`src/rtl/crypto_op_scheduler_if.sv`:
```
// Host command/response bus and engine start/done lines of the crypto scheduler.
//   master: host + engine side (drives commands, done pulses, abort, rsp_ready)
//   slave : scheduler side (drives cmd_ready, starts, response, status)
interface crypto_op_scheduler_if #(
  parameter int DEPTH = 4,
  parameter int TAG_W = 8
);
  localparam int CNT_W = $clog2(DEPTH + 1);

  logic             cmd_valid;
  logic             cmd_ready;
  logic [1:0]       cmd_engine;
  logic [TAG_W-1:0] cmd_tag;
  logic [2:0]       eng_start;
  logic [2:0]       eng_done;
  logic             abort;
  logic             rsp_valid;
  logic             rsp_ready;
  logic [TAG_W-1:0] rsp_tag;
  logic [1:0]       rsp_engine;
  logic [1:0]       rsp_status;
  logic [CNT_W-1:0] fifo_count;
  logic             busy;

  modport master (
    output cmd_valid, cmd_engine, cmd_tag, eng_done, abort, rsp_ready,
    input  cmd_ready, eng_start, rsp_valid, rsp_tag, rsp_engine, rsp_status,
           fifo_count, busy
  );

  modport slave (
    input  cmd_valid, cmd_engine, cmd_tag, eng_done, abort, rsp_ready,
    output cmd_ready, eng_start, rsp_valid, rsp_tag, rsp_engine, rsp_status,
           fifo_count, busy
  );
endinterface

```
`src/rtl/crypto_op_scheduler.sv`:
```
// Crypto command scheduler: queues (engine, tag) commands from the host, issues them
// one at a time as a one-cycle start pulse to AES/SHA2/PRNG, waits for done or a
// timeout, and returns one response per command.
//   clock   : single clock, posedge
//   reset_n : async assert, synchronously released internally
//   bus     : slave side of crypto_op_scheduler_if (command, engine, response, status)
//
// state | meaning
// IDLE  | nothing in flight; pops the FIFO head when one is queued
// ISSUE | start pulse to the selected engine, timer cleared
// WAIT  | counting towards TIMEOUT, watching the selected engine's done
// RESP  | response presented until the host accepts it
module crypto_op_scheduler #(
  parameter int DEPTH   = 4,
  parameter int TAG_W   = 8,
  parameter int TIMEOUT = 1024
) (
  input logic clock,
  input logic reset_n,
  crypto_op_scheduler_if.slave bus
);
  localparam int PTR_W = $clog2(DEPTH);
  localparam int CNT_W = $clog2(DEPTH + 1);
  localparam int TMR_W = $clog2(TIMEOUT);
  localparam logic [TMR_W-1:0] TMR_LAST = TMR_W'(TIMEOUT - 1);

  localparam logic [1:0] ST_OK      = 2'b00;
  localparam logic [1:0] ST_TIMEOUT = 2'b01;
  localparam logic [1:0] ST_ILLEGAL = 2'b10;
  localparam logic [1:0] ST_ABORT   = 2'b11;

  typedef enum logic [1:0] {IDLE, ISSUE, WAIT, RESP} state_t;

  state_t           state, nextState;
  logic [1:0]       rstSync;
  logic             rstN;
  logic [1:0]       engMem [DEPTH];
  logic [TAG_W-1:0] tagMem [DEPTH];
  logic [PTR_W-1:0] wrPtr, rdPtr;
  logic [CNT_W-1:0] count;
  logic [1:0]       curEngine, curStatus, nextStatus;
  logic [TAG_W-1:0] curTag;
  logic [TMR_W-1:0] timer;
  logic [2:0]       curOneHot;
  logic             cmdReady, push, pop, doneHit;

  // Assertion reaches every flop immediately; release is aligned to the clock.
  always_ff @(posedge clock or negedge reset_n) begin
    if (!reset_n) rstSync <= 2'b00;
    else          rstSync <= {rstSync[0], 1'b1};
  end
  assign rstN = rstSync[1];

  assign cmdReady = (count != CNT_W'(DEPTH)) && !bus.abort;
  assign push     = bus.cmd_valid && cmdReady;

  always_comb begin
    curOneHot = 3'b000;
    case (curEngine)
      2'd0:    curOneHot = 3'b001;
      2'd1:    curOneHot = 3'b010;
      2'd2:    curOneHot = 3'b100;
      default: curOneHot = 3'b000;
    endcase
  end

  // Done lines of the other engines are masked off.
  assign doneHit = |(bus.eng_done & curOneHot);

  always_comb begin
    nextState  = state;
    nextStatus = curStatus;
    pop        = 1'b0;
    case (state)
      IDLE: begin
        // Abort wins over a pop: the queue is flushed instead.
        if (!bus.abort && count != '0) begin
          pop = 1'b1;
          if (engMem[rdPtr] == 2'd3) begin
            nextState  = RESP;
            nextStatus = ST_ILLEGAL;
          end else begin
            nextState  = ISSUE;
            nextStatus = ST_OK;
          end
        end
      end
      ISSUE: begin
        if (bus.abort) begin
          nextState  = RESP;
          nextStatus = ST_ABORT;
        end else begin
          nextState = WAIT;
        end
      end
      WAIT: begin
        if (doneHit) begin
          nextState  = RESP;
          nextStatus = ST_OK;
        end else if (bus.abort) begin
          nextState  = RESP;
          nextStatus = ST_ABORT;
        end else if (timer == TMR_LAST) begin
          nextState  = RESP;
          nextStatus = ST_TIMEOUT;
        end
      end
      RESP: begin
        if (bus.rsp_ready) nextState = IDLE;
      end
      default: nextState = IDLE;
    endcase
  end

  always_ff @(posedge clock or negedge rstN) begin
    if (!rstN) begin
      state     <= IDLE;
      curEngine <= 2'd0;
      curTag    <= '0;
      curStatus <= 2'd0;
      timer     <= '0;
    end else begin
      state     <= nextState;
      curStatus <= nextStatus;
      if (pop) begin
        curEngine <= engMem[rdPtr];
        curTag    <= tagMem[rdPtr];
      end
      // Only counts while staying in WAIT, so it never wraps.
      if (state == ISSUE)
        timer <= '0;
      else if (state == WAIT && nextState == WAIT)
        timer <= timer + TMR_W'(1);
    end
  end

  always_ff @(posedge clock or negedge rstN) begin
    if (!rstN) begin
      wrPtr <= '0;
      rdPtr <= '0;
      count <= '0;
    end else if (bus.abort) begin
      wrPtr <= '0;
      rdPtr <= '0;
      count <= '0;
    end else begin
      if (push) wrPtr <= wrPtr + PTR_W'(1);
      if (pop)  rdPtr <= rdPtr + PTR_W'(1);
      case ({push, pop})
        2'b10:   count <= count + CNT_W'(1);
        2'b01:   count <= count - CNT_W'(1);
        default: count <= count;
      endcase
    end
  end

  always_ff @(posedge clock) begin
    if (push) begin
      engMem[wrPtr] <= bus.cmd_engine;
      tagMem[wrPtr] <= bus.cmd_tag;
    end
  end

  // Combinational from state so reset removes the pulse without waiting for a clock.
  assign bus.eng_start  = (state == ISSUE && !bus.abort) ? curOneHot : 3'b000;
  assign bus.cmd_ready  = cmdReady;
  assign bus.rsp_valid  = (state == RESP);
  assign bus.rsp_tag    = curTag;
  assign bus.rsp_engine = curEngine;
  assign bus.rsp_status = curStatus;
  assign bus.fifo_count = count;
  assign bus.busy       = (state != IDLE);
endmodule

```
`src/flat_wrapper.sv`:
```
// flat-port wrapper written by rule: the top's interface ports become plain ports
module crypto_op_scheduler_flat 
#(
  parameter int DEPTH   = 4,
  parameter int TAG_W   = 8,
  parameter int TIMEOUT = 1024
)
  (clock, reset_n, bus_cmd_valid, bus_cmd_engine, bus_cmd_tag, bus_eng_done, bus_abort, bus_rsp_ready, bus_cmd_ready, bus_eng_start, bus_rsp_valid, bus_rsp_tag, bus_rsp_engine, bus_rsp_status, bus_fifo_count, bus_busy);
  crypto_op_scheduler_if #(.DEPTH(DEPTH), .TAG_W(TAG_W)) bus_i ();
  input logic clock;
  input logic reset_n;
  input wire logic [$bits(bus_i.cmd_valid)-1:0] bus_cmd_valid;
  input wire logic [$bits(bus_i.cmd_engine)-1:0] bus_cmd_engine;
  input wire logic [$bits(bus_i.cmd_tag)-1:0] bus_cmd_tag;
  input wire logic [$bits(bus_i.eng_done)-1:0] bus_eng_done;
  input wire logic [$bits(bus_i.abort)-1:0] bus_abort;
  input wire logic [$bits(bus_i.rsp_ready)-1:0] bus_rsp_ready;
  output wire logic [$bits(bus_i.cmd_ready)-1:0] bus_cmd_ready;
  output wire logic [$bits(bus_i.eng_start)-1:0] bus_eng_start;
  output wire logic [$bits(bus_i.rsp_valid)-1:0] bus_rsp_valid;
  output wire logic [$bits(bus_i.rsp_tag)-1:0] bus_rsp_tag;
  output wire logic [$bits(bus_i.rsp_engine)-1:0] bus_rsp_engine;
  output wire logic [$bits(bus_i.rsp_status)-1:0] bus_rsp_status;
  output wire logic [$bits(bus_i.fifo_count)-1:0] bus_fifo_count;
  output wire logic [$bits(bus_i.busy)-1:0] bus_busy;
  assign bus_i.cmd_valid = bus_cmd_valid;
  assign bus_i.cmd_engine = bus_cmd_engine;
  assign bus_i.cmd_tag = bus_cmd_tag;
  assign bus_i.eng_done = bus_eng_done;
  assign bus_i.abort = bus_abort;
  assign bus_i.rsp_ready = bus_rsp_ready;
  assign bus_cmd_ready = bus_i.cmd_ready;
  assign bus_eng_start = bus_i.eng_start;
  assign bus_rsp_valid = bus_i.rsp_valid;
  assign bus_rsp_tag = bus_i.rsp_tag;
  assign bus_rsp_engine = bus_i.rsp_engine;
  assign bus_rsp_status = bus_i.rsp_status;
  assign bus_fifo_count = bus_i.fifo_count;
  assign bus_busy = bus_i.busy;
  crypto_op_scheduler #(.DEPTH(DEPTH), .TAG_W(TAG_W), .TIMEOUT(TIMEOUT)) u_core (.clock(clock), .reset_n(reset_n), .bus(bus_i));
endmodule
```
`config.mk`:
```
export PLATFORM = sky130hd
export DESIGN_NAME = crypto_op_scheduler_flat
export DESIGN_NICKNAME = d
export VERILOG_FILES = /design/src/rtl/crypto_op_scheduler_if.sv /design/src/rtl/crypto_op_scheduler.sv /design/src/flat_wrapper.sv
export SDC_FILE = /design/constraint.sdc
export NUM_CORES = 1
export LEC_CHECK = 0
export CORE_MARGIN = 8
export CORE_UTILIZATION = 60
export DETAILED_ROUTE_END_ITERATION = 7
export PLACE_DENSITY = 0.82
export SYNTH_ARGS = -nofsm -noshare
export SYNTH_HDL_FRONTEND = slang
export SYNTH_SLANG_ARGS = --single-unit
export TNS_END_PERCENT = 20
```
`constraint.sdc`:
```
create_clock -name clock -period 2.6 [get_ports clock]
set_input_delay 0.52 -clock clock [delete_from_list [all_inputs] [get_ports clock]]
set_output_delay 0.52 -clock clock [all_outputs]
set_load 0.01 [all_outputs]
```
# Word level (Yosys, flattened, before mapping)
# Memories as Yosys holds them, arrays and structs flattened. A register that Yosys moved wholly into a read port is not among the register bits.
# Cells that the tools add are included.
# W data, S select, Z words.
word_totals:
  register_bits: 25
  latchBits: 0
  ramBits: 40
  rom_bits: 0
  in_bits: 18
  out_inout_bits: 21
  elab_cells: 77
  mem_count: 2
op_classes:
  addsub: 5
  n_mul: 0
  div_mod_pow: 0
  n_lt_le_gt_ge: 0
  eq_ne: 14
  shift: 0
  muxes: 29
  bitwise: 1
  reduce_logical: 18
mem_list:
  columns: ["name", "words", "word_bits", "rd", "rd_ports_with_merged_regs", "wr", "line", "text"]
  rows:
  - ["u_core.tagMem", 4, 8, 1, 1, 1, "crypto_op_scheduler.sv:38", "logic [TAG_W-1:0] tagMem [DEPTH];"]
  - ["u_core.engMem", 4, 2, 1, 0, 1, "crypto_op_scheduler.sv:37", "logic [1:0] engMem [DEPTH];"]
ops:
  columns: ["op", "count"]
  rows:
  - ["$mux W2", 16]
  - ["$mux W10", 2]
  - ["$eq A2 B2 Y1 const B", 6]
  - ["$add A10 B1 Y10 const B", 1]
  - ["$eq A10 B10 Y1 const B", 1]
  - ["$pmux W3 S3", 1]
  - ["$reduce_bool A3 Y1", 3]
  - ["$pmux W2 S4", 1]
  - ["$reduce_bool A2 Y1", 4]
  - ["$eq A2 B1 Y1 const B", 3]
  - ["$mux W3", 2]
  - ["$pmux W2 S3", 1]
  - ["$pmux W3 S2", 1]
  - ["$logic_and A1 B1 Y1", 5]
  - ["$mux W1", 5]
  - ["$add A2 B1 Y2 const B", 2]
  - ["$logic_not A2 Y1", 2]
  - ["$ne A4 B2 Y1 const B", 1]
  - ["$reduce_and A4 Y1", 1]
  - ["$add A3 B1 Y3 const B", 1]
  - ["$and A3 B3 Y3", 1]
  - ["$ne A3 B3 Y1 const B", 1]
  - ["$reduce_or A3 Y1", 1]
  - ["$sub A3 B1 Y3 const B", 1]
  - ["other kinds (3)", 4]

# Longest topological paths before layout
depth:
  ltp_word: 10
  ltp_mapped: 10
  depth_no_buf: 9

# Worst setup path before layout
# OpenSTA, ideal clock, no wires.
synth_timing:
  path_kind: "input to register"
  from: "input port bus_abort"
  to: "register u_core.count[2] (netlist: u_core.bus.fifo_count[2])"
  setup_time_ns: 0.132
  t_arrival_ns: 2.226
  required_ns: 2.468
  slack_ns: 0.243
  path_stages: 10
  n_path_buf: 2
  path_cell_list: "clkbuf_1 -> nor2_1 -> nand2_1 -> clkbuf_1 -> nor2_1 -> fa_1 -> inv_1 -> a2bb2o_1 -> xnor2_1 -> nor2_1"
synth_between:
  elab_chain_cells: 7
  elab_cells_between_ends: 11
  cone_classes: "eq/ne: 2; mux: 4; reduce/logical: 5"
synth_lines:
  columns: ["element", "line", "text"]
  rows:
  - ["start: declaration", "flat_wrapper.sv:16", "input wire logic [$bits(bus_i.abort)-1:0] bus_abort;"]
  - ["$logic_not A1 Y1", "crypto_op_scheduler.sv:54, crypto_op_scheduler.sv:77", null]
  - ["$logic_and A1 B1 Y1", "crypto_op_scheduler.sv:77", "if (!bus.abort && count != '0) begin"]
  - ["$mux W1", "crypto_op_scheduler.sv:77", null]
  - ["$mux W1", "crypto_op_scheduler.sv:74", "case (state)"]
  - ["$eq A2 B1 Y1 / $eq A2 B2 Y1 (equally long branches)", "crypto_op_scheduler.sv:149", "case ({push, pop})"]
  - ["$pmux W3 S2", "crypto_op_scheduler.sv:149", null]
  - ["$mux W3", "crypto_op_scheduler.sv:142", "end else if (bus.abort) begin"]
  - ["end signal: assignment", "crypto_op_scheduler.sv:150", "2'b10: count <= count + CNT_W'(1);"]
  - ["end signal: assignment", "crypto_op_scheduler.sv:151", "2'b01: count <= count - CNT_W'(1);"]
  - ["end signal: assignment", "crypto_op_scheduler.sv:152", "default: count <= count;"]
  - ["end: declaration", "crypto_op_scheduler.sv:40", "logic [CNT_W-1:0] count;"]
# Parallel ways exist; a longest one is shown, timed or not.
# A chain may end at the register's enable or synchronous reset.

# Final worst setup path
layout_timing:
  from: "register u_core.count[1] (netlist: u_core.bus.fifo_count[1])"
  to: "output port bus_cmd_ready"
layout_between:
  elab_chain_cells: 2
layout_lines:
  columns: ["element", "line", "text"]
  rows:
  - ["$ne A3 B3 Y1", "crypto_op_scheduler.sv:54", "assign cmdReady = (count != CNT_W'(DEPTH)) && !bus.abort;"]
  - ["$logic_and A1 B1 Y1", "crypto_op_scheduler.sv:54", null]
  - ["end: declaration", "flat_wrapper.sv:18", "output wire logic [$bits(bus_i.cmd_ready)-1:0] bus_cmd_ready;"]
# No other way between the ends.

==> summary.txt <==
Floorplan
  – IO Pins: 39
  – Die Ht: 90.41 um
  – # rows: 27
  – Die Width: 90.41 um
  – Initial core utilization: 0.6108
  – DIE AREA: 0.008174 mm2
  – Core area: 0.005439 mm2

Finish
  – Layout cell share with drive strength beyond 1: 0.1899
  – Fillers: 365
  – Final Cell Area: 0.004094 mm2
  – Layout area overhead: 23.24%
  – Multi-input gate area: 0.001206 mm2
  – Diodes inserted: 0
  – FF/Latch Area: 0.002028 mm2
  – Final net count: 340

Route
  – Drt first pass iters: 4
  – Number of vias per cell: 5.830
  – Final ANT Viol Nets: 0
  – Drt drc: 0
  – Drt wl/cell: 17.61 um
  – Iter 0 DRT Violations: 60
  – Total wire length: 6.831 mm
  – DR vias: 2262

STA
  – Sum of negative setup slack: 0 ns
  – Maximum clock frequency: 0.4084 GHz
  – Final worst path period share: 0.9418
  – Max-slew violations: 0
  – RSZ-0062 raised after global routing: false
  – Final setup viols: 0
  – Final Hold Viols: 0
  – Crit path time final: 2.449 ns
  – Max Clock Skew: 0.005673 ns

Flow run
  – Max cap viols: 0

Yosys
  – Flops & latches, synth: 73
  – Sequential fraction of the synthesis area: 0.6102
  – Synthesized area: 0.003322 mm2
  – Synth cell types: 52
  – Largest area contributor in the netlist: edfxtp_1
  – Top cell type's share of synthesized area: 0.3616
  – Post-synth top cells: edfxtp_1 (40), nand2_1 (37), dfrtp_1 (33)
  – Mapped Cells: 251
  – Synth area leaders: edfxtp_1 (36%), dfrtp_1 (25%), mux4_2 (6.8%)
  – Synth Flop Type: edfxtp_1
  – Post-synthesis net count: 280
  – Async set or reset register ratio after synthesis: 0.4521
  – Synthesis warning total: 0
  – Count leader, synth: edfxtp_1
  – Avg Inst Size Synth: 13.23 um2
  – Number of synthesized flops with an enable pin: 40

Power and ir drop
  – Leak: 1.635 nW
  – Switching Fraction: 0.3514
  – PD cells: 957.3 mW/mm2
  – NetSw: 1.377 mW
  – Sequential power share: 0.401
  – Internal Power: 2.542 mW
  – Clock power frac: 0.203
  – Comb power frac: 0.396
  – Worst vdd ir: 0.6627 mV

Critical path
  – Worst-path fanout max: 5
  – Worst path arrival time: 1.93 ns
  – Crit end category: output port
  – Critical Path Start Type: flop
  – Crit Path Category: flop to output port
  – Required time of the critical path: 2.08 ns

GRT
  – Antenna violations before repair: 0
  – Grt ovf: 0
  – Largest net degree at the start of global routing: 32
  – Most Crowded Layer GR: met2
  – Vias in the first global route: 2405
  – GR Layer Usage met1: 0.2038
  – Met3 usage: 0.03741
  – Met2 Track Usage GR: 0.2939
  – GRT Total Usage: 0.1763
  – Global-route wire length before repair: 11.46 mm

Clocking
  – CTS tree: yes
  – Clock sink total: 73
  – Clock tree buffer depth: 2
  – CTS root buffer: clkbuf_8
  – Hold_buf cts: 0
  – Reg clk slew, reported paths: 0.07 ns
  – Clock buffer count from CTS: 9
  – # H-tree levels: 3
  – Clk_lat worst skew: 0.34 ns

Place
  – Port bufs: 38
  – DP Area: 0.003895 mm2
  – GPL Wtd Cong: 0.8677
  – HPWL Detailed: 4.666 mm

Run status
  – Status: completed

Min path
  – Worst hold path type: flop to asynchronous set/reset pin
[power groups by stage]
stage	Sequential (mW)	Clock, mW	Combinational (mW)
floorplan	1.60	0	0.892
global placement	1.58	0	1.48
detailed placement	1.59	0	1.53
CTS	1.57	0.809	1.54
global route	1.60	0.853	1.73
finish	1.57	0.794	1.55
[path summary, 6_finish.rpt]
check	startpoint	slack (ns)	to	depth (start not counted)
setup reg to reg	u_core.state[1]$_DFF_PN0_	0.18	u_core.timer[5]$_DFFE_PN0P_	7
max in group asynchronous	u_core.rstSync[1]$_DFF_PN0_	2.01	u_core.state[0]$_DFF_PN0_	1
hold / removal	u_core.rstSync[1]$_DFF_PN0_	0.27	u_core.bus.rsp_status[0]$_DFFE_PN0P_	1
setup / recovery	u_core.bus.fifo_count[1]$_DFFE_PN0P_	0.15	bus_cmd_ready	3
min in group clock	u_core.rstSync[0]$_DFF_PN0_	0.35	u_core.rstSync[1]$_DFF_PN0_	0
hold reg to reg	u_core.rstSync[1]$_DFF_PN0_	0.27	u_core.bus.rsp_status[0]$_DFFE_PN0P_	1
[repair_timing]
action / in CTS / in global routing
buffers inserted: 0 / 0
endpoints found under the setup margin: 0 / 12
resized for setup: 0 / 7
[flip-flops by register name, indices dropped and copies added (netlist names), 3 cells and up]
signal	count
u_core.tagMem	32
u_core.timer	10
u_core.bus.rsp_tag	8
u_core.engMem	8
u_core.bus.fifo_count	3
[metal layers]
metal / vias to the layer above / share of wire
li1: 1052 / -
met1: 1135 / 0.42
met2: 60 / 0.51
met3: 15 / 0.048
met4: 0 / 0.026
met5: - / 0
[through the flow]
step / utilization / total power, mW / hold WS [ns] / cells / setup slack [ns]
5_1_grt: 0.7527 / 4.190 / 0.3071 / 388 / 0.03822
4_1_cts: 0.7490 / 3.923 / 0.2864 / 388 / 0.02579
6_report: 0.7527 / 3.919 / 0.2666 / 388 / 0.1514
2_1_floorplan: - / 2.494 / 0.2244 / 251 / 0.2425
3_3_place_gp: 0.7161 / 3.060 / 0.2741 / 372 / 0.01934
3_5_place_dp: 0.7161 / 3.122 / 0.2791 / 372 / -0.1928
[cells in the final DEF, fill, tap and decap left out, types with 2 or more instances in the layout]
cell type and n:
nand2b_1 2, and2_1 5, a21oi_2 4, or4_1 8
ha_1 9, o21ai_0 2, o31ai_1 8, clkinvlp_4 2
or3_1 2, nand3_1 4, nand4_1 2, mux2i_1 2
edfxtp_1 40, nor3b_1 3, a211oi_1 2, mux4_2 10
dlymetal6s2s_1 3, buf_4 22, clkbuf_8 10, inv_1 9
o21ai_1 2, dfrtp_1 32, nor3_1 2, and3_1 2
xnor2_1 5, nor2_1 11, a21oi_1 12, clkdlybuf4s50_1 35
nand2_1 37
[kinds of logic after synthesis]
logic type | Yosys count | synth area share
muxes | 13 | 0.07721
DFF | 73 | 0.6102
adders and majority gates | 11 | 0.04369
AOI/OAI and AO/OA | 42 | 0.09416
and+or+nand+nor | 84 | 0.1277
other | 1 | 0.001129
buffers and inverters | 21 | 0.03013
xor gates and xnor gates | 6 | 0.01582
[critical path: stages (launching register included)]
cell and delay [ns]:
dfrtp_1 0.46, or3b_1 0.49, nor2b_1 0.17, clkdlybuf4s50_1 0.48
[cell type report]
type                    count  area share
clock buffers              10     0.03362
well taps                  72     0.02200
repair buffers             60      0.1351
inverters                  10    0.009169
multi-input cells         157      0.2946
clock inverters             6     0.01009
flip-flops and latches     73      0.4954
No activity file was read; power rests on OpenSTA's default activity.
